**src/rtl/mbc_pkg.sv**
```systemverilog
// rtl/mbc_pkg.sv - shared MBC1 responder types, space codes and address map constants
package mbc_pkg;

    localparam int MEM_AW = 21;

    localparam logic [15:0] ROM_END   = 16'h7FFF;
    localparam logic [15:0] CRAM_BASE = 16'hA000;
    localparam logic [15:0] CRAM_END  = 16'hBFFF;
    localparam logic [15:0] WRAM_BASE = 16'hC000;
    localparam logic [15:0] ECHO_END  = 16'hFDFF;

    localparam logic [1:0] SPACE_ROM  = 2'd0;
    localparam logic [1:0] SPACE_CRAM = 2'd1;
    localparam logic [1:0] SPACE_WRAM = 2'd2;

    typedef enum logic [1:0] {
        REGION_ROM,
        REGION_CRAM,
        REGION_WRAM,
        REGION_UNMAPPED
    } region_t;

    typedef enum logic {
        ST_IDLE,
        ST_REQ
    } state_t;

endpackage

```
**src/rtl/mbc1_responder_if.sv**
```systemverilog
// rtl/mbc1_responder_if.sv - backing-store request/acknowledge bus
interface mbc1_responder_if;
    import mbc_pkg::*;

    logic [MEM_AW-1:0] mem_a;
    logic [1:0]        mem_space;
    logic              mem_req;
    logic              mem_we;
    logic [7:0]        mem_wdata;
    logic [7:0]        mem_rdata;
    logic              mem_ack;

    modport master (
        output mem_a, mem_space, mem_req, mem_we, mem_wdata,
        input  mem_rdata, mem_ack
    );

    modport slave (
        input  mem_a, mem_space, mem_req, mem_we, mem_wdata,
        output mem_rdata, mem_ack
    );

endinterface

```
**src/rtl/mbc1_regs.sv**
```systemverilog
// rtl/mbc1_regs.sv - MBC1 enable/bank/mode registers and banked ROM / cart RAM addresses
module mbc1_regs
    import mbc_pkg::*;
#(
    parameter int ROM_BANK_BITS = 7
) (
    input  logic              clk,
    input  logic              rst,
    input  logic              we,
    input  logic [14:0]       a,
    input  logic [4:0]        din,
    output logic              ram_en,
    output logic [MEM_AW-1:0] rom_addr,
    output logic [MEM_AW-1:0] cram_addr
);
    localparam logic [6:0] BANK_MASK = 7'((1 << ROM_BANK_BITS) - 1);

    logic [4:0] bank_lo;
    logic [1:0] bank_hi;
    logic       mode;
    logic [6:0] bank;

    always_ff @(posedge clk or posedge rst) begin
        if (rst) begin
            ram_en  <= 1'b0;
            bank_lo <= 5'd1;
            bank_hi <= 2'd0;
            mode    <= 1'b0;
        end else if (we) begin
            case (a[14:13])
                2'd0: ram_en  <= (din[3:0] == 4'hA);
                2'd1: bank_lo <= (din == 5'd0) ? 5'd1 : din;
                2'd2: bank_hi <= din[1:0];
                default: mode <= din[0];
            endcase
        end
    end

    // Lower ROM window only sees bank_hi in mode 1; the upper window always sees the full bank.
    always_comb begin
        if (a[14])
            bank = {bank_hi, bank_lo};
        else
            bank = mode ? {bank_hi, 5'b0} : 7'd0;
    end

    assign rom_addr  = {bank & BANK_MASK, a[13:0]};
    assign cram_addr = {6'b0, (mode ? bank_hi : 2'b0), a[12:0]};

endmodule

```
**src/rtl/mbc1_responder.sv**
```systemverilog
// rtl/mbc1_responder.sv - MBC1 cartridge responder: bus decode and backing-store request FSM
module mbc1_responder
    import mbc_pkg::*;
#(
    parameter int ROM_BANK_BITS = 7,
    parameter bit CRAM_PRESENT  = 1'b1
) (
    input  logic             clk,
    input  logic             rst,
    input  logic [1:0]       ct,
    input  logic [15:0]      a,
    input  logic [7:0]       din,
    output logic [7:0]       dout,
    input  logic             rd,
    input  logic             wr,
    mbc1_responder_if.master mem,
    output logic             late
);
    region_t           region;
    state_t            state;
    logic              overdue;
    logic              ram_en;
    logic              cram_on;
    logic              reg_we;
    logic              launch;
    logic              ff_read;
    logic [MEM_AW-1:0] rom_addr;
    logic [MEM_AW-1:0] cram_addr;
    logic [MEM_AW-1:0] tgt_addr;
    logic [1:0]        tgt_space;

    assign reg_we  = wr && (ct == 2'd3) && (a <= ROM_END);
    assign cram_on = CRAM_PRESENT && ram_en;

    mbc1_regs #(
        .ROM_BANK_BITS(ROM_BANK_BITS)
    ) u_regs (
        .clk       (clk),
        .rst       (rst),
        .we        (reg_we),
        .a         (a[14:0]),
        .din       (din[4:0]),
        .ram_en    (ram_en),
        .rom_addr  (rom_addr),
        .cram_addr (cram_addr)
    );

    always_comb begin
        region = REGION_UNMAPPED;
        if (a <= ROM_END)
            region = REGION_ROM;
        else if (a >= CRAM_BASE && a <= CRAM_END)
            region = REGION_CRAM;
        else if (a >= WRAM_BASE && a <= ECHO_END)
            region = REGION_WRAM;
    end

    // A write into ROM space is a register write, never a backing-store access.
    always_comb begin
        launch    = 1'b0;
        ff_read   = 1'b0;
        tgt_addr  = '0;
        tgt_space = SPACE_ROM;
        if (ct == 2'd0 && (rd || wr)) begin
            case (region)
                REGION_ROM: begin
                    launch    = !wr;
                    tgt_addr  = rom_addr;
                    tgt_space = SPACE_ROM;
                end
                REGION_CRAM: begin
                    launch    = cram_on;
                    ff_read   = !cram_on && !wr;
                    tgt_addr  = cram_addr;
                    tgt_space = SPACE_CRAM;
                end
                REGION_WRAM: begin
                    launch    = 1'b1;
                    tgt_addr  = {{(MEM_AW-13){1'b0}}, a[12:0]};
                    tgt_space = SPACE_WRAM;
                end
                default: ff_read = !wr;
            endcase
        end
    end

    always_ff @(posedge clk or posedge rst) begin
        if (rst) begin
            state         <= ST_IDLE;
            overdue       <= 1'b0;
            late          <= 1'b0;
            dout          <= 8'hFF;
            mem.mem_req   <= 1'b0;
            mem.mem_we    <= 1'b0;
            mem.mem_a     <= '0;
            mem.mem_space <= SPACE_ROM;
            mem.mem_wdata <= 8'h00;
        end else begin
            case (state)
                ST_IDLE: begin
                    if (launch) begin
                        state         <= ST_REQ;
                        overdue       <= 1'b0;
                        mem.mem_req   <= 1'b1;
                        mem.mem_a     <= tgt_addr;
                        mem.mem_space <= tgt_space;
                        mem.mem_we    <= wr;
                        mem.mem_wdata <= din;
                    end
                end
                ST_REQ: begin
                    if (launch)
                        late <= 1'b1;
                    // overdue marks that the ct=3 edge of the launch cycle passed without an ack.
                    if (mem.mem_ack) begin
                        state       <= ST_IDLE;
                        mem.mem_req <= 1'b0;
                        if (!mem.mem_we)
                            dout <= mem.mem_rdata;
                        if (overdue)
                            late <= 1'b1;
                    end else if (ct == 2'd3) begin
                        overdue <= 1'b1;
                    end
                end
                default: state <= ST_IDLE;
            endcase
            if (ff_read)
                dout <= 8'hFF;
        end
    end

endmodule
```
**src/flat_wrapper.sv**
```systemverilog
// flat-port wrapper written by rule: the top's interface ports become plain ports
module mbc1_responder_flat import mbc_pkg::*;
#(
    parameter int ROM_BANK_BITS = 7,
    parameter bit CRAM_PRESENT  = 1'b1
)
  (clk, rst, ct, a, din, dout, rd, wr, late, mem_mem_a, mem_mem_space, mem_mem_req, mem_mem_we, mem_mem_wdata, mem_mem_rdata, mem_mem_ack);
  mbc1_responder_if mem_i ();
  input  logic clk;
  input  logic rst;
  input  logic [1:0] ct;
  input  logic [15:0] a;
  input  logic [7:0] din;
  output logic [7:0] dout;
  input  logic rd;
  input  logic wr;
  output logic late;
  output wire logic [$bits(mem_i.mem_a)-1:0] mem_mem_a;
  output wire logic [$bits(mem_i.mem_space)-1:0] mem_mem_space;
  output wire logic [$bits(mem_i.mem_req)-1:0] mem_mem_req;
  output wire logic [$bits(mem_i.mem_we)-1:0] mem_mem_we;
  output wire logic [$bits(mem_i.mem_wdata)-1:0] mem_mem_wdata;
  input wire logic [$bits(mem_i.mem_rdata)-1:0] mem_mem_rdata;
  input wire logic [$bits(mem_i.mem_ack)-1:0] mem_mem_ack;
  assign mem_mem_a = mem_i.mem_a;
  assign mem_mem_space = mem_i.mem_space;
  assign mem_mem_req = mem_i.mem_req;
  assign mem_mem_we = mem_i.mem_we;
  assign mem_mem_wdata = mem_i.mem_wdata;
  assign mem_i.mem_rdata = mem_mem_rdata;
  assign mem_i.mem_ack = mem_mem_ack;
  mbc1_responder #(.ROM_BANK_BITS(ROM_BANK_BITS), .CRAM_PRESENT(CRAM_PRESENT)) u_core (.clk(clk), .rst(rst), .ct(ct), .a(a), .din(din), .dout(dout), .rd(rd), .wr(wr), .mem(mem_i), .late(late));
endmodule
```
**config.mk**
```make
export PLATFORM = sky130hd
export DESIGN_NAME = mbc1_responder_flat
export DESIGN_NICKNAME = d
export VERILOG_FILES = /design/src/rtl/mbc_pkg.sv /design/src/rtl/mbc1_responder_if.sv /design/src/rtl/mbc1_regs.sv /design/src/rtl/mbc1_responder.sv /design/src/flat_wrapper.sv
export SDC_FILE = /design/constraint.sdc
export NUM_CORES = 1
export LEC_CHECK = 0
export CAP_MARGIN = 20
export CORE_ASPECT_RATIO = 2
export CORE_MARGIN = 2
export CORE_UTILIZATION = 48
export CTS_CLUSTER_DIAMETER = 120
export CTS_CLUSTER_SIZE = 12
export DETAILED_ROUTE_END_ITERATION = 16
export GPL_TIMING_DRIVEN = 1
export PLACE_DENSITY = 0.84
export REMOVE_ABC_BUFFERS = 1
export SYNTH_ARGS = -nofsm -noshare
export SYNTH_HDL_FRONTEND = slang
export SYNTH_SLANG_ARGS = --single-unit
```
**constraint.sdc**
```tcl
create_clock -name clk -period 4.86 [get_ports clk]
set_clock_uncertainty 0.05 [all_clocks]
set_input_delay 1.215 -clock clk [delete_from_list [all_inputs] [get_ports clk]]
set_output_delay 1.215 -clock clk [all_outputs]
set_load 0.03 [all_outputs]
```
# --- Word level (Yosys, flattened, before mapping) ---
# Cells that the tools add are included.
word_totals:
  ff_bits: 53
  input_bits: 39
  output_inout_bits: 42
  elab_cells: 88
op_classes:
  n_lt_le_gt_ge: 5
  eq_ne: 11
  muxes: 32
  n_bitwise: 2
  reduce_logical: 25
op_table:
  columns: ["cell", "n"]
  rows:
  - ["$pmux 21 s3", 1]
  - ["$ge 16x16->1 const B", 2]
  - ["$le 16x16->1 const B", 2]
  - ["$mux 8", 4]
  - ["$mux 21", 1]
  - ["$le 16x15->1 const B", 1]
  - ["$mux 7", 2]
  - ["$mux 1", 13]
  - ["$reduce_and 2->1", 6]
  - ["$mux 2", 4]
  - ["$ne 2x2->1 const B", 4]
  - ["$pmux 1 s2", 4]
  - ["$eq 2x2->1 const B", 3]
  - ["$logic_and 1x1->1", 6]
  - ["$logic_not 2->1", 3]
  - ["$reduce_and 3->1", 2]
  - ["$logic_not 5->1", 1]
  - ["$mux 5", 1]
  - ["$eq 2x1->1 const B", 2]
  - ["$eq 4x4->1 const B", 1]
  - ["$pmux 2 s2", 1]
  - ["$reduce_bool 2->1", 2]
  - ["$pmux 1 s3", 1]
  - ["$reduce_or 3->1", 1]
  - ["5 further kinds", 7]

# --- Depth between registers and ports, before layout ---
logic_depth:
  ltp_word: 11
  mapped_depth: 6
  mapped_depth_nobuf: 4

# --- Cells and area by module ---
# Synthesis repeated with hierarchy kept, for this count alone.
unflattened:
  hier_cells: 243
  hier_area_um2: 2752.6
by_module_without_submodules:
  columns: ["module", "n_inst", "cells_per_inst", "area_each_um2", "seq_area_each_um2"]
  rows:
  - ["mbc1_responder", 1, 172, 2042.0, 1111.1]
  - ["mbc1_regs", 1, 71, 710.7, 226.5]

# --- Least setup slack after synthesis ---
# OpenSTA, ideal clock, no wires.
synth_timing:
  path_kind: "input-to-reg"
  start: "input port a[15]"
  end: "register u_core.mem.mem_a[13]"
  setup_time_ns: 0.125
  arrival_ns: 2.453
  t_required_ns: 4.685
  slack_ns: 2.232
  stages: 6
  path_buffers: 2
  path_cell_list: "buf_6 nor3b_1 nor4b_4 nand2_4 buf_6 mux2_4"
synth_between:
  elab_chain_len: 9
  elab_cells_between_ends: 18
  classes_between: "order compare: 5; eq/ne: 2; mux: 7; reduce/logical: 4"
synth_rtl:
  columns: ["item", "line_no", "source"]
  rows:
  - ["from (decl)", "flat_wrapper.sv:12", "input logic [15:0] a;"]
  - ["$ge 16x16->1 / $le 16x16->1 (equally long branches)", "mbc1_responder.sv:54", "else if (a >= WRAM_BASE && a <= ECHO_END)"]
  - ["$logic_and 1x1->1", "mbc1_responder.sv:54", null]
  - ["$mux 1", "mbc1_responder.sv:54", null]
  - ["$mux 2", "mbc1_responder.sv:52", "else if (a >= CRAM_BASE && a <= CRAM_END)"]
  - ["$mux 2 *", "mbc1_responder.sv:50", "if (a <= ROM_END)"]
  - ["$eq 2x2->1 (tied with other cells)", "mbc1_responder.sv:65", "case (region)"]
  - ["$pmux 1 s3", "mbc1_responder.sv:65", null]
  - ["$mux 1", "mbc1_responder.sv:64", "if (ct == 2'd0 && (rd || wr)) begin"]
  - ["$reduce_and 2->1 (no line)", null, null]
  - ["to (signal assigned)", "mbc1_responder.sv:105", "mem.mem_a <= tgt_addr;"]
  - ["to (decl)", "mbc1_responder_if.sv:14", "output mem_a, mem_space, mem_req, mem_we, mem_wdata,"]
# Every way passes the cells marked *; elsewhere a longest branch is shown, timed or not.
# A chain may end at the register's enable or synchronous reset.

# --- Worst setup path in the final report ---
layout_timing:
  start: "input port a[15]"
  end: "register u_core.mem.mem_we"
layout_between:
  elab_chain_len: 9
  elab_cells_between_ends: 16
  classes_between: "order compare: 5; eq/ne: 2; mux: 5; reduce/logical: 4"
layout_rtl:
  columns: ["item", "line_no", "source"]
  rows:
  - ["$ge 16x16->1 / $le 16x16->1 (equally long branches)", "mbc1_responder.sv:54", null]
  - ["$logic_and 1x1->1", "mbc1_responder.sv:54", null]
  - ["$mux 1", "mbc1_responder.sv:54", null]
  - ["$mux 2", "mbc1_responder.sv:52", null]
  - ["$mux 2 *", "mbc1_responder.sv:50", null]
  - ["$eq 2x2->1 (tied with other cells)", "mbc1_responder.sv:65", null]
  - ["$pmux 1 s3 *", "mbc1_responder.sv:65", null]
  - ["$mux 1 *", "mbc1_responder.sv:64", null]
  - ["$reduce_and 2->1 (no line) *", null, null]
  - ["to (signal assigned)", "mbc1_responder.sv:107", "mem.mem_we <= wr;"]
  - ["to (decl)", "mbc1_responder_if.sv:14", null]
# Marks and branches as above.

==> metrics.txt <==
# TYPE chip_impl_metric gauge
chip_impl_metric{name="mappedNetlistArea",unit="um^2"} 2350
chip_impl_metric{name="hpwl",unit="um"} 3910
chip_impl_metric{name="cp.arrival",unit="ns"} 3.40
chip_impl_info{name="path_delay_family",value="buffers and inverters"} 1
chip_impl_metric{name="synth-edff-count",unit=""} 0
chip_impl_info{name="synth_top_family_by_area",value="simple AND/OR/NAND/NOR gates"} 1
chip_impl_metric{name="place_ws",unit="ns"} 1.30
chip_impl_metric{name="initial_utilization",unit="%"} 49.1
chip_impl_metric{name="post-route-min-period",unit="ns"} 3.25
chip_impl_info{name="worstHoldPathType",value="reg2reg"} 1
chip_impl_metric{name="layout-drive-gt1-share",unit="%"} 16.0
chip_impl_metric{name="worst-endpoint-required",unit="ns"} 5.01
chip_impl_metric{name="worst_skew_pair.late_latency",unit="ns"} 0.30
chip_impl_metric{name="max_slew_vio_count",unit=""} 0
chip_impl_metric{name="cts.clk_slew.worst_paths",unit="ns"} 0.10
chip_impl_metric{name="max-vdd-ir-drop",unit="uV"} 310
chip_impl_metric{name="number_of_global_route_vias_before_repair",unit=""} 1761
chip_impl_metric{name="fmax",unit="MHz"} 308
chip_impl_info{name="crit_path_end_kind",value="register"} 1
chip_impl_metric{name="num_antenna_cells",unit=""} 0
chip_impl_metric{name="htree_num_levels",unit=""} 2
chip_impl_metric{name="grt_util_met3",unit="%"} 3.91
chip_impl_info{name="unrepaired_setup_endpoints_after_global_routing",value="false"} 1
chip_impl_metric{name="clockBufferDepth",unit=""} 2
chip_impl_metric{name="globalRoute.totalOverflow",unit=""} 0
chip_impl_info{name="gr-max-usage-layer",value="met2"} 1
chip_impl_metric{name="cellPowerDensity",unit="nW/um^2"} 440
chip_impl_info{name="timing.critical_path.from_type",value="input port"} 1
chip_impl_metric{name="cts_made_buffers",unit=""} 5
chip_impl_info{name="ctsRootBufferMaster",value="sky130_fd_sc_hd__clkbuf_8"} 1
chip_impl_metric{name="layout_setup_ws",unit="ns"} 1.61
chip_impl_metric{name="ff2ff_path_depth",unit=""} 5
chip_impl_metric{name="yosys.area_share.simple",unit="%"} 17.8
chip_impl_metric{name="cell_rows",unit=""} 36
chip_impl_metric{name="globalplace.congestion",unit=""} 0.858
chip_impl_metric{name="route.vias.total",unit=""} 1833
chip_impl_metric{name="detailedRoute.firstPassIterationCount",unit=""} 4
chip_impl_metric{name="cp_slowest_stage_delay",unit="ns"} 0.65
chip_impl_metric{name="remaining_drc_errors",unit=""} 0
chip_impl_metric{name="die_area",unit="um^2"} 5500
chip_impl_metric{name="route.antenna.remaining_nets",unit=""} 0
chip_impl_metric{name="yosys_warnings",unit=""} 0
chip_impl_metric{name="cts_resized",unit=""} 0
chip_impl_metric{name="synthDistinctLibCells",unit=""} 35
chip_impl_metric{name="number_of_endpoints_with_negative_hold_slack_in_the_final_report",unit=""} 0
chip_impl_metric{name="synthesis.area_per_instance",unit="um^2"} 11.7
chip_impl_metric{name="post_synth_xor_area_fraction",unit="%"} 0
chip_impl_metric{name="design.final.nets",unit=""} 319
chip_impl_metric{name="first_pass_grt_wire_length",unit="um"} 8370
chip_impl_metric{name="yosys.area_share.adder",unit="%"} 0
chip_impl_info{name="criticalPathCategory",value="in2reg"} 1
chip_impl_metric{name="max_cap_viol_count",unit=""} 0
chip_impl_metric{name="clock-sinks",unit=""} 53
chip_impl_metric{name="drt-vias-per-instance",unit=""} 5.42
chip_impl_info{name="run_status",value="completed"} 1
chip_impl_metric{name="final_core_util",unit="%"} 68.8
chip_impl_metric{name="min_period_over_period",unit="%"} 66.8
chip_impl_metric{name="rrSetupSlack",unit="ns"} 2.82
chip_impl_metric{name="ioPinCount",unit=""} 81
chip_impl_metric{name="slew_headroom",unit="%"} 43.9
chip_impl_metric{name="yosysSeqAreaShare",unit="%"} 57.0
chip_impl_metric{name="p_leak",unit="nW"} 1.58
chip_impl_metric{name="number_of_buffers_inserted_for_hold_repair_after_clock_tree_synthesis",unit=""} 0
chip_impl_metric{name="detail_route.wirelength",unit="um"} 5290
chip_impl_metric{name="global_route.usage.total",unit="%"} 20.7
chip_impl_metric{name="globalRouteMet1Util",unit="%"} 28.3
chip_impl_metric{name="yosys-mux-area-fraction",unit="%"} 13.5
chip_impl_metric{name="crit_cells",unit=""} 5
chip_impl_metric{name="timing.setup.tns",unit="ns"} 0
chip_impl_metric{name="postSynth.asyncResetShare",unit="%"} 100
chip_impl_metric{name="holdPathStages",unit=""} 1
chip_impl_metric{name="antenna_violations_before_repair",unit=""} 0
chip_impl_metric{name="cts.repair_timing.setup_buffer_count",unit=""} 0
chip_impl_metric{name="actual_slew_at_the_worst_max_slew_pin",unit="ns"} 0.836
chip_impl_info{name="tritoncts",value="yes"} 1
chip_impl_metric{name="die_w",unit="um"} 53.4
chip_impl_metric{name="fin_hold_ws",unit="ns"} 0.430
chip_impl_metric{name="setup_viol_count_final",unit=""} 0
chip_impl_metric{name="crit_fanout",unit=""} 35
chip_impl_metric{name="synth_compound_gate_area_share",unit="%"} 8.16
chip_impl_metric{name="die_height",unit="um"} 103
chip_impl_metric{name="count_of_input_and_output_buffers",unit=""} 80
chip_impl_info{name="crit_slowest_cell",value="sky130_fd_sc_hd__clkdlybuf4s50_1"} 1
chip_impl_metric{name="critical_path.n_buffers_inverters",unit=""} 1
chip_impl_metric{name="postSynthRegisterBits",unit=""} 53
chip_impl_metric{name="routedWlPerCell",unit="um"} 15.7
chip_impl_metric{name="post_synth_inst_count",unit=""} 200
chip_impl_info{name="dominantRegCellSynth",value="sky130_fd_sc_hd__dfrtp_1"} 1
chip_impl_metric{name="core_area",unit="um^2"} 4770
chip_impl_metric{name="drt_iter0_markers",unit=""} 25
chip_impl_metric{name="area.growth.synth_to_final",unit="%"} 39.9
chip_impl_info{name="critical_path.cell_chain",value="clkdlybuf4s50_1 -> nand2_1 -> o32a_1 -> nand2_4 -> mux2_2"} 1
chip_impl_metric{name="grt_max_degree",unit=""} 54
chip_impl_metric{name="grtUsageMet2",unit="%"} 33.3
[layer usage]
metal  vias up  share of wire, %
met5         -                 0
met2        88                49
li1        862                 -
met4         0               1.1
met1       877                43
met3         6               7.0
[path summary, 6_finish.rpt]
check | start | end
worst min register to register | u_core.mem.mem_a[2] | u_core.mem.mem_a[2]
worst max register to register | u_core.u_regs.ram_en | u_core.mem.mem_we
worst max-delay path | a[15] | u_core.mem.mem_we
max in group asynchronous | rst | u_core.dout[6]
worst min-delay path | u_core.mem.mem_a[2] | u_core.mem.mem_a[2]
min in group asynchronous | rst | u_core.mem.mem_wdata[2]
[worst reg2reg max path, stage by stage, from the launching register on]
cell,delay (ns)
sky130_fd_sc_hd__dfrtp_1,0.41
sky130_fd_sc_hd__nor3b_1,0.41
sky130_fd_sc_hd__nor4b_4,0.09
sky130_fd_sc_hd__buf_4,0.20
sky130_fd_sc_hd__nand2_4,0.38
sky130_fd_sc_hd__mux2_2,0.40
[state kept, by name, indices dropped and copies added (netlist names)]
name	flops
u_core.dout	8
u_core.late	1
u_core.mem.mem_a	21
u_core.mem.mem_req	1
u_core.mem.mem_space	2
u_core.mem.mem_wdata	8
u_core.mem.mem_we	1
u_core.overdue	1
u_core.state	1
u_core.u_regs.bank_hi	2
u_core.u_regs.bank_lo	5
u_core.u_regs.mode	1
u_core.u_regs.ram_en	1
[cell usage after synthesis (all sizes together), types with 4 or more instances]
cell type / number / area [um^2]
o21ai: 4 / 20.0
inv: 8 / 30.0
nand3: 11 / 55.1
nand2: 28 / 113
nor2: 8 / 30.0
and3: 15 / 93.8
dfrtp: 44 / 1100
dfstp: 9 / 236
mux2: 21 / 267
clkbuf: 4 / 15.0
buf: 5 / 37.5
a21o: 13 / 97.6
mux2i: 5 / 50.1
[kinds of logic (layout without fill, tap and decap cells)]
group / after synthesis / count (layout)
buf+inv: 17 / 98
simple gates: 78 / 78
flops: 53 / 53
mux: 26 / 26
compound gates: 26 / 26
[metrics by stage]
step                      cell area (um^2)  std cells  total power [W]
after floorplan                       2290        191         0.000947
after global placement                3170        329          0.00119
after detailed placement              3170        329          0.00121
after CTS                             3260        337          0.00146
after global routing                  3280        338          0.00152
final                                 3280        338          0.00144
[layout by cell type, fill, tap and decap left out, types with 2 or more instances in the layout]
master                            Yosys  final
sky130_fd_sc_hd__mux2i_1              5      5
sky130_fd_sc_hd__nor3_1               2      2
sky130_fd_sc_hd__nand3_1             11     11
sky130_fd_sc_hd__clkbuf_8             0      5
sky130_fd_sc_hd__dfstp_2              9      9
sky130_fd_sc_hd__nand4_1              3      3
sky130_fd_sc_hd__a21bo_2              2      2
sky130_fd_sc_hd__clkdlybuf4s50_1      0     80
sky130_fd_sc_hd__nor4_1               2      2
sky130_fd_sc_hd__nor2_1               8      8
sky130_fd_sc_hd__dfrtp_1             44     44
sky130_fd_sc_hd__mux2_2              13     13
sky130_fd_sc_hd__o211ai_1             2      2
sky130_fd_sc_hd__nand2_1             27     27
sky130_fd_sc_hd__mux2_4               8      8
sky130_fd_sc_hd__a21o_1              13     13
sky130_fd_sc_hd__inv_1                8      7
sky130_fd_sc_hd__o21ai_0              4      4
sky130_fd_sc_hd__and3_1              15     15
[where the power goes]
group          internal, W  leakage (nW)  switching (W)  total (W)
logic             0.000266         0.883       0.000302   0.000568
clock network     0.000102        0.0445       0.000143   0.000245
registers         0.000567         0.653      0.0000648   0.000631
total             0.000935          1.58       0.000510    0.00144
[cell type report]
class	count	area, um^2
fill	379	1490
multi-input combinational	130	926
sequential	53	1340
clock buffer	5	68.8
timing repair buffer	82	828
inverter	8	30.0
clock inverter	3	21.3
tap	57	71.3
(Power assumes the default switching activity.)
